[src/rtl/latch_bank_pkg.sv]
// Shared types and helpers for the latch_bank hold register bank.
package latch_bank_pkg;

    typedef logic [1:0] mode_t;

    localparam mode_t MODE_FOLLOW  = 2'b00;
    localparam mode_t MODE_EDGE    = 2'b01;
    localparam mode_t MODE_ONESHOT = 2'b10;
    localparam mode_t MODE_FROZEN  = 2'b11;

    // Readout select width; a single channel still gets a 1-bit select.
    function automatic int unsigned sel_width(input int unsigned n);
        return (n > 32'd1) ? 32'($clog2(n)) : 32'd1;
    endfunction

endpackage

[src/rtl/latch_bank_if.sv]
// Control, data and readout bundle of the latch_bank; master drives captures, slave is the bank.
interface latch_bank_if
    import latch_bank_pkg::*;
#(
    parameter int unsigned WIDTH    = 8,
    parameter int unsigned CHANNELS = 4
) ();
    localparam int unsigned SEL_W = sel_width(CHANNELS);

    mode_t                      mode;
    logic [CHANNELS-1:0]        en;
    logic [CHANNELS*WIDTH-1:0]  d;
    logic                       clr;
    logic [SEL_W-1:0]           sel;
    logic [CHANNELS*WIDTH-1:0]  q_all;
    logic [WIDTH-1:0]           q_sel;
    logic [CHANNELS-1:0]        valid;
    logic [CHANNELS-1:0]        upd;

    modport master (
        output mode, en, d, clr, sel,
        input  q_all, q_sel, valid, upd
    );

    modport slave (
        input  mode, en, d, clr, sel,
        output q_all, q_sel, valid, upd
    );
endinterface

[src/rtl/latch_bank_chan.sv]
// One hold channel: captured value, enable history, valid/lock flags and update pulse.
module latch_bank_chan
    import latch_bank_pkg::*;
#(
    parameter int unsigned WIDTH = 8
) (
    input  logic             clk_i,
    input  logic             rst_i,
    input  mode_t            mode_i,
    input  logic             en_i,
    input  logic [WIDTH-1:0] d_i,
    input  logic             clr_i,
    output logic [WIDTH-1:0] q_o,
    output logic             valid_o,
    output logic             upd_o
);
    logic [WIDTH-1:0] q_q, q_d;
    logic             en_prev_q, en_prev_d;
    logic             valid_q, valid_d;
    logic             lock_q, lock_d;
    logic             upd_q, upd_d;
    logic             rise;
    logic             load;

    // Load decision and next state; clr outranks load, enable history always advances.
    always_comb begin
        rise      = en_i & ~en_prev_q;
        load      = 1'b0;
        q_d       = q_q;
        valid_d   = valid_q;
        lock_d    = lock_q;
        upd_d     = 1'b0;
        en_prev_d = en_i;

        case (mode_i)
            MODE_FOLLOW:  load = en_i;
            MODE_EDGE:    load = rise;
            MODE_ONESHOT: load = rise & ~lock_q;
            default:      load = 1'b0;
        endcase

        if (clr_i) begin
            q_d     = '0;
            valid_d = 1'b0;
            lock_d  = 1'b0;
        end else if (load) begin
            q_d     = d_i;
            valid_d = 1'b1;
            upd_d   = 1'b1;
            if (mode_i == MODE_ONESHOT) begin
                lock_d = 1'b1;
            end
        end
    end

    always_ff @(posedge clk_i) begin
        if (rst_i) begin
            q_q       <= '0;
            en_prev_q <= 1'b0;
            valid_q   <= 1'b0;
            lock_q    <= 1'b0;
            upd_q     <= 1'b0;
        end else begin
            q_q       <= q_d;
            en_prev_q <= en_prev_d;
            valid_q   <= valid_d;
            lock_q    <= lock_d;
            upd_q     <= upd_d;
        end
    end

    assign q_o     = q_q;
    assign valid_o = valid_q;
    assign upd_o   = upd_q;

endmodule

[src/rtl/latch_bank.sv]
// Multi-channel clocked hold register bank: per-channel capture plus packed and selected readout.
module latch_bank
    import latch_bank_pkg::*;
#(
    parameter int unsigned WIDTH    = 8,
    parameter int unsigned CHANNELS = 4
) (
    input  logic         clk,
    input  logic         rst,
    latch_bank_if.slave  bus
);
    localparam int unsigned SEL_W = sel_width(CHANNELS);

    logic [WIDTH-1:0]          q_arr [CHANNELS];
    logic [CHANNELS*WIDTH-1:0] q_all_w;
    logic [CHANNELS-1:0]       valid_w;
    logic [CHANNELS-1:0]       upd_w;
    logic [WIDTH-1:0]          q_sel_c;

    for (genvar i = 0; i < CHANNELS; i++) begin : g_chan
        latch_bank_chan #(
            .WIDTH (WIDTH)
        ) u_chan (
            .clk_i   (clk),
            .rst_i   (rst),
            .mode_i  (bus.mode),
            .en_i    (bus.en[i]),
            .d_i     (bus.d[i*WIDTH +: WIDTH]),
            .clr_i   (bus.clr),
            .q_o     (q_arr[i]),
            .valid_o (valid_w[i]),
            .upd_o   (upd_w[i])
        );
        assign q_all_w[i*WIDTH +: WIDTH] = q_arr[i];
    end

    // Selects past the last channel read as zero.
    always_comb begin
        q_sel_c = '0;
        for (int i = 0; i < int'(CHANNELS); i++) begin
            if (bus.sel == SEL_W'(i)) begin
                q_sel_c = q_arr[i];
            end
        end
    end

    assign bus.q_all = q_all_w;
    assign bus.valid = valid_w;
    assign bus.upd   = upd_w;
    assign bus.q_sel = q_sel_c;

endmodule

[src/flat_wrapper.sv]
// flat-port wrapper written by rule: the top's interface ports become plain ports
module latch_bank_flat import latch_bank_pkg::*;
#(
    parameter int unsigned WIDTH    = 8,
    parameter int unsigned CHANNELS = 4
)
  (clk, rst, bus_mode, bus_en, bus_d, bus_clr, bus_sel, bus_q_all, bus_q_sel, bus_valid, bus_upd);
  latch_bank_if #(.WIDTH(WIDTH), .CHANNELS(CHANNELS)) bus_i ();
  input  logic clk;
  input  logic rst;
  input wire logic [$bits(bus_i.mode)-1:0] bus_mode;
  input wire logic [$bits(bus_i.en)-1:0] bus_en;
  input wire logic [$bits(bus_i.d)-1:0] bus_d;
  input wire logic [$bits(bus_i.clr)-1:0] bus_clr;
  input wire logic [$bits(bus_i.sel)-1:0] bus_sel;
  output wire logic [$bits(bus_i.q_all)-1:0] bus_q_all;
  output wire logic [$bits(bus_i.q_sel)-1:0] bus_q_sel;
  output wire logic [$bits(bus_i.valid)-1:0] bus_valid;
  output wire logic [$bits(bus_i.upd)-1:0] bus_upd;
  assign bus_i.mode = bus_mode;
  assign bus_i.en = bus_en;
  assign bus_i.d = bus_d;
  assign bus_i.clr = bus_clr;
  assign bus_i.sel = bus_sel;
  assign bus_q_all = bus_i.q_all;
  assign bus_q_sel = bus_i.q_sel;
  assign bus_valid = bus_i.valid;
  assign bus_upd = bus_i.upd;
  latch_bank #(.WIDTH(WIDTH), .CHANNELS(CHANNELS)) u_core (.clk(clk), .rst(rst), .bus(bus_i));
endmodule
[config.mk]
export PLATFORM = sky130hd
export DESIGN_NAME = latch_bank_flat
export DESIGN_NICKNAME = d
export VERILOG_FILES = /design/src/rtl/latch_bank_pkg.sv /design/src/rtl/latch_bank_if.sv /design/src/rtl/latch_bank_chan.sv /design/src/rtl/latch_bank.sv /design/src/flat_wrapper.sv
export SDC_FILE = /design/constraint.sdc
export NUM_CORES = 1
export LEC_CHECK = 0
export CORE_UTILIZATION = 35
export CTS_CLUSTER_SIZE = 20
export DETAILED_ROUTE_END_ITERATION = 8
export PLACE_DENSITY = 0.71
export SYNTH_ARGS = -nofsm -noshare
export SYNTH_HDL_FRONTEND = slang
export SYNTH_HIERARCHICAL = 1
export SYNTH_SLANG_ARGS = --single-unit
[constraint.sdc]
create_clock -name clk -period 1.51 [get_ports clk]
set_input_delay 0.302 -clock clk [delete_from_list [all_inputs] [get_ports clk]]
set_output_delay 0.302 -clock clk [all_outputs]
set_load 0.02 [all_outputs]
======== Word-level counts from Yosys, hierarchy flattened ========
Index checks and enable logic that the tools add are counted.
cells by class
  equality and inequality tests ........... 5
  bitwise gates (word level) .............. 16
  reductions and logical operators ........ 7
  muxes and demuxes ....................... 12
operators by type and width
  cell                                            number
  2-to-1 mux 8 bit                                4
  case mux 1 bit (3 select lines)                 4
  AND 1 bit                                       8
  NOT 1 bit                                       8
  AND reduction 2 bit                             4
  == test 2 bit (second input constant)           3
  == test 2 x 1 -> 1 bit (second input constant)  2
  zero test 2 bit                                 2
  2-to-1 mux 1 bit                                4
  OR reduction 2 bit                              1
word-level totals
  bits of input ports ..................... 43
  register bits ........................... 48

======== Depth between registers and ports, before layout ========
  depth in word-level cells ............... 5
  depth in mapped cells ................... 4

======== Hierarchy ========
The synthesis kept the hierarchy.
by module, submodules not included
  module           cells an instance  instances  area an instance (um^2)  sequential area each (um^2)
  latch_bank_chan  48                 4          460.4                    240.2
  latch_bank       10                 1          196.4                    0.0

======== Worst setup path before layout ========
OpenSTA, ideal clock, no wires.
  path kind ............................... in2out
  start point ............................. input bus_sel[0]
  end point ............................... output bus_q_sel[0]
  stages .................................. 2
  data arrival time ....................... 1.007 ns
  data required time ...................... 1.208 ns
  buffers on the path ..................... 1
  setup slack ............................. 0.201 ns
  cells stage by stage .................... buf_6 > mux4_2
between the ends
  word-level cells in the longest chain between the ends .. 5
  elaborated cells on any way between the ends .. 8
  those cells by class .................... eq/ne: 3; mux: 4; reduce/logical: 1
RTL lines
  item                            RTL line            text
  from (decl)                     flat_wrapper.sv:15  input wire logic [$bits(bus_i.sel)-1:0] bus_sel;
  zero test 2 bit                 latch_bank.sv:41    if (bus.sel == SEL_W'(i)) begin
  2-to-1 mux 8 bit (3 in series)  latch_bank.sv:41
  2-to-1 mux 8 bit *              latch_bank.sv:41
  to (decl)                       flat_wrapper.sv:17  output wire logic [$bits(bus_i.q_sel)-1:0] bus_q_sel;
Every way passes the cells marked *; elsewhere a longest branch is shown, timed or not.

======== Worst setup path after layout ========
  start point ............................. register u_core.g_chan[3].u_chan.q_q[2]
  end point ............................... output bus_q_sel[2]
between the ends
  word-level cells in the longest chain between the ends .. 1
RTL lines
  item                    RTL line               text
  from (decl)             latch_bank_chan.sv:17  logic [WIDTH-1:0] q_q, q_d;
  from (signal assigned)  latch_bank_chan.sv:64  q_q <= q_d;
  2-to-1 mux 8 bit        latch_bank.sv:41
Every way passes these cells.

==> flow_summary.ini <==
[status]
status = finished with violations
violations = negative setup slack

[detailed_routing]
drt-initial-drc-count = 57
routed_wl_mm = 5.40
route.detailed.drc = 0
dr.pass1.iters = 7
ant_nets = 0
vias_per_cell = 4.54
wire_per_inst_microns = 13.1
dr_total_vias = 1874

[global_routing]
grt_util_all_layers = 0.189
overflow = 0
first_global_vias = 1825
grt_max_degree = 19
antenna_found_initial = 0
grt_pass1_wl_mm = 8.94

[placement]
portBuffers = 90
gp_congestion = 0.836
placed_cell_area_sq_mm = 0.00344
dp_cells = 405
dp_hpwl_mm = 4.23

[timing]
fin_tns_setup_ps = -331
max_freq_mhz = 635
final.period_utilization = 1.04
maxSlewHeadroom = 0.805
period_needed_ps = 1580
setup_viol = 8
tightest_slew_ps = 293
maxSlewViolCount = 0
hold_violations = 0
fin_skew_ps = 2.49
rsz0062_at_grt = true
setup_slack_ps = -65.1

[die]
placementRows = 27
ios = 91
die_w_microns = 78.3
die-area_sq_mm = 0.00613
start_util = 0.366
fp.coreArea_sq_mm = 0.00557
die_h_microns = 78.3

[logic_synthesis]
yosys_warnings = 6
synth_seq_area_share = 0.471
synthDistinctLibCells = 15
ys_seq_elements = 48
syn_area_sq_mm = 0.00204
syn_avg_cell_area_sq_um = 10.1
syn_nets = 245
syn_inst = 202

[worst_setup_path]
crit_path_end_kind = output pin
crit_path_start_kind = flip-flop
cp_slowest_stage_delay_ps = 490
critPathBufInv = 1
critPathKind = flip-flop to output pin
arrival_ps = 1270
startpoint = u_core/g_chan[3].u_chan/q_o[2]$_SDFFE_PP0P_
crit_family = multiplexers
cp.depth = 2
cpMaxStageDelayCell = mux4_2
cp_max_fo = 2
r2r_cells = 3
critPathRequiredTime_ps = 1210
r2r_start = u_core/g_chan[0].u_chan/lock_q$_SDFFE_PP0P_
crit_path_cell_trace = mux4_2 -> buf_6

[final_layout]
final_common_cell = nand2_1
drive_above_1_share = 0.293
finalNonFillerCells = 413
fin_nets = 383
area_growth_pct = 74.2
antenna_cells = 0
stdcell_area_sq_mm = 0.00355
final_cell_mix = 64 x nand2_1, 42 x buf_4, 41 x dlygate4sd2_1

[clocking]
clockBufferDepth = 2
cts_root_buf = clkbuf_8
cts.sinks = 48
cts_max_level = 2
insertion_delay_ps = 300
clkTransAtPathRegs_ps = 90
cts_buffers = 5
cts_tree = yes

[min_path]
hold_path_depth = 1
min_from = u_core/g_chan[0].u_chan/valid_o$_SDFFE_PP0P_
min_path_type = flip-flop to flip-flop

[flow_run]
drv_cap = 0

[pwr]
vdd_drop_max_mv = 0.657
power_leakage_nw = 1.64
p_total_mw = 2.89
p_per_area_mw_per_mm2 = 815
## logic make-up after synthesis
kind of cell    share of synthesized area
buf+inv                            0.0399
mux                                 0.246
flops                               0.471
simple gates                        0.192
compound gates                     0.0516
## worst paths after layout
| kind | end | slack [ps] |
|---|---|---|
| worst max-delay path | bus_q_sel[2] | -70 |
| worst min-delay path | u_core/g_chan[0].u_chan/valid_o$_SDFFE_PP0P_ | 470 |
| worst max register to register | u_core/g_chan[0].u_chan/q_o[4]$_SDFFE_PP0P_ | 340 |
| worst min register to register | u_core/g_chan[0].u_chan/valid_o$_SDFFE_PP0P_ | 470 |
## where the power goes
group,internal [mW],switching [mW]
Clock,0.585,0.422
Combinational,0.318,0.235
Sequential,1.31,0.0241
Total,2.21,0.682
## area by class of cell
| cell class | count | area [sq um] |
|---|---|---|
| clock buffers | 7 | 96.3 |
| clock inverters | 1 | 30.0 |
| fillers | 481 | 2020 |
| multi-input cells | 144 | 997 |
| flip-flops and latches | 48 | 985 |
| well taps | 72 | 90.1 |
| repair buffers | 141 | 1350 |
## flip-flops by register name (all words and copies together) (netlist names)
| name | cells |
|---|---|
| u_core/g_chan.u_chan/en_prev_q | 4 |
| u_core/g_chan.u_chan/q_o | 32 |
| u_core/g_chan.u_chan/valid_o | 4 |
| u_core/g_chan.u_chan/upd_o | 4 |
| u_core/g_chan.u_chan/lock_q | 4 |
## per-layer routing
layer,GRT usage,wire length [microns],share of wire
met5,0,0,0
met4,0.0667,112,0.021
met3,0.0581,357,0.066
met2,0.296,2470,0.46
met1,0.246,2460,0.46
## synth_stat cells
master	n	area share
a21oi_1	4	0.0098
a31oi_1	4	0.012
and2_1	4	0.012
buf_2	4	0.0098
buf_6	5	0.028
clkbuf_2	1	0.0025
dfxtp_1	48	0.47
mux2i_1	32	0.16
mux4_2	8	0.088
nand2_1	64	0.12
nor2_1	4	0.0074
nor2_4	4	0.022
nor2b_1	4	0.012
nor3_1	8	0.020
o21a_1	8	0.029
## through the flow
stage	util	setup slack [ps]	hold slack, ps
after floorplan	-	201	374
after global placement	0.618	-812	448
after detailed placement	0.618	-811	455
after CTS	0.634	-74.4	471
after global routing	0.637	-92.7	480
final	0.637	-65.1	467
## worst reg2reg max path: stages, from the launching register on
cell and delay (ps):
dfxtp_1 320, nor3_1 200, o21a_2 350, mux2i_1 230
## repair_timing
action,4_1_cts,5_1_grt
setup buffers,0,0
hold buffers,0,0
endpoints found under the setup margin,56,30
resized for setup,103,11
pin swaps,0,0
Note: power is estimated with default switching activity, not from simulation.
==> RTL change: new RTL, same flow settings <==
Take the reset off `q_q` and load it in a clocked block of its own.
--- a/src/rtl/latch_bank_chan.sv
+++ b/src/rtl/latch_bank_chan.sv
@@ -56,5 +56,4 @@
     always_ff @(posedge clk_i) begin
         if (rst_i) begin
-            q_q       <= '0;
             en_prev_q <= 1'b0;
             valid_q   <= 1'b0;
@@ -62,5 +61,4 @@
             upd_q     <= 1'b0;
         end else begin
-            q_q       <= q_d;
             en_prev_q <= en_prev_d;
             valid_q   <= valid_d;
@@ -68,4 +66,8 @@
             upd_q     <= upd_d;
         end
+    end
+
+    always_ff @(posedge clk_i) begin
+        q_q <= q_d;
     end
 
Formal check against the unedited RTL: not equivalent (Yosys sat finds a counterexample within 4 cycles, from zero or initial values and one cycle with rst high).
==> RTL change against the unedited design <==
The run still ends with setup timing left. Clock skew grew 4.1 ps. Worst setup slack gained 8.0 ps. Final area grew 0.49%. Non-clock buffer count shrank 7. Final cell count shrank 0.97%. Routed wire length grew 3.1%. Synthesized cell count is the same. Global-route usage shrank 1.6 points. Total power grew 0.89%. Sequential cell count is the same. Core utilization shrank 3.8 points. Synthesized area grew 6.1%.
==> RTL change: results (changes against the unedited design) <==
[outcome]
outcome = finished, violations left
violations = setup timing

[cells_and_area]
fin_cells = 409  ; -0.97%
largest_register_ffs = 32  ; unchanged
diodes = 0  ; unchanged
layout.nets = 376  ; -1.8%
num-fill-cells = 549  ; +14%
drive_gt1_share_pct = 26.05  ; -3.3 points

[grt]
grt_usage_pct = 17.31  ; -1.6 points
grt_pass1_vias = 1691  ; -7.3%
antenna_found_initial = 0  ; unchanged
grt_start_max_net_pins = 52  ; +33
grt_pass1_wl_um = 8300  ; -7.2%

[place]
gp_congestion = 0.7704  ; -7.9%
dp_hpwl_um = 4350  ; +2.9%
post_dp_cell_area_um2 = 3492  ; +1.4%
dp_cells = 400  ; -1.2%
place_ws_ps = -815.2  ; -4.371 ps
numPortBuffers = 90  ; unchanged

[synthesis]
synth_nets = 245  ; unchanged
avgSynthCellArea_um2 = 10.71  ; +6.1%
synthTopCellsByArea = dfxtp_1 (44%), nand2b_1 (19%), mux2i_1 (15%), mux4_2 (8.3%), o21a_1 (2.8%)
synthTopCellsByCount = nand2b_1 (64), dfxtp_1 (48), mux2i_1 (32)
synth-seq-area-share_pct = 44.42  ; -2.7 points
async_reset_ff_share_pct = 0  ; unchanged
ys_warn_count = 6  ; unchanged
synth_cell_types = 14  ; -1

[timing]
finalClockSkew_ps = 6.576  ; +4.087 ps
setup-violations-final = 8  ; unchanged
setup_slack_ps = -57.12  ; +7.963 ps
fin_tns_setup_ps = -312.2  ; +19.22 ps
timing.slew.headroom_pct = 72.89  ; -7.6 points

[min_path]
whs_path_depth = 1  ; unchanged
hp-class = reg -> reg

[clock_tree]
clk_latency_ps = 300  ; about the same
cts.clk_slew.worst_paths_ps = 80
htree_levels = 2  ; unchanged
cts_made_buffers = 5  ; unchanged
clockBufferDepth = 2  ; unchanged
clock-root-buffer = clkbuf_8

[worst_setup_path]
critPathMaxFanout = 2  ; unchanged
cp.arrival_ps = 1270  ; about the same
reg2reg_depth = 4  ; +1

[detailed_routing]
wl_per_cell_um = 13.61  ; +4.1%
firstDrtPassIters = 4  ; -3
vias_per_cell = 4.567  ; +0.65%
drt_iter0_drc = 44  ; -23%

[power_and_ir_drop]
cellLeakagePower_nw = 1.614  ; -1.4%
vdd_drop_max_mv = 0.5203  ; -21%

## RTL change: cell count changes after synthesis, sizes merged
cell and change:
nand2 -64, nand2b +64, buf -4, clkbuf +4
## RTL change: power by group
group | leakage, nW | switching (mW) | internal (mW) | total, mW
combinational | 1.17 | 0.318 | 0.429 | 0.747
clock | 0.0455 | 0.410 | 0.374 | 0.785
sequential | 0.402 | 0.0447 | 1.34 | 1.39
## RTL change: metal layers
layer | routed length (um) | part of all wire, % | global-route usage [%]
met3 | 274 | 4.9 | 4.659
met1 | 2574 | 46 | 22.57
met2 | 2625 | 47 | 27.29
met5 | 0 | 0 | 0
met4 | 93 | 1.7 | 6.071
## RTL change: final timing paths
kind                                           from                               to  slack, ps
hold reg to reg     u_core/g_chan[3].u_chan/valid_o  u_core/g_chan[3].u_chan/valid_o        470
setup reg to reg  u_core/g_chan[0].u_chan/en_prev_q   u_core/g_chan[0].u_chan/q_o[0]        370
setup / recovery     u_core/g_chan[2].u_chan/q_o[3]                     bus_q_sel[3]        -60
hold / removal      u_core/g_chan[3].u_chan/valid_o  u_core/g_chan[3].u_chan/valid_o        470
## RTL change: worst max-delay path: stages, from the launching register on
cell and delay (ps):
dfxtp_2 340, mux4_2 480, buf_6 150
## RTL change: repair_timing
action,in CTS,in global routing
gates resized for setup,103,10
hold buffers,0,0
buffers inserted,0,1
pin swaps,0,0
endpoints found under the setup margin,48,9
## RTL change: cells by family after synthesis
kind of cell,share of synthesized area [%]
muxes,23.13
AOI/OAI and AO/OA,4.858
and+or+nand+nor,24.06
DFF,44.42
buffers and inverters,3.527
## RTL change: layout make-up
cell class	instances	area (um2)	area share, %
Timing Repair Buffer	134	1272	35.66
Multi-Input combinational cell	144	1126	31.56
Sequential cell	48	985.9	27.63
Tap cell	75	93.84	2.630
Clock buffer	8	90.09	2.525
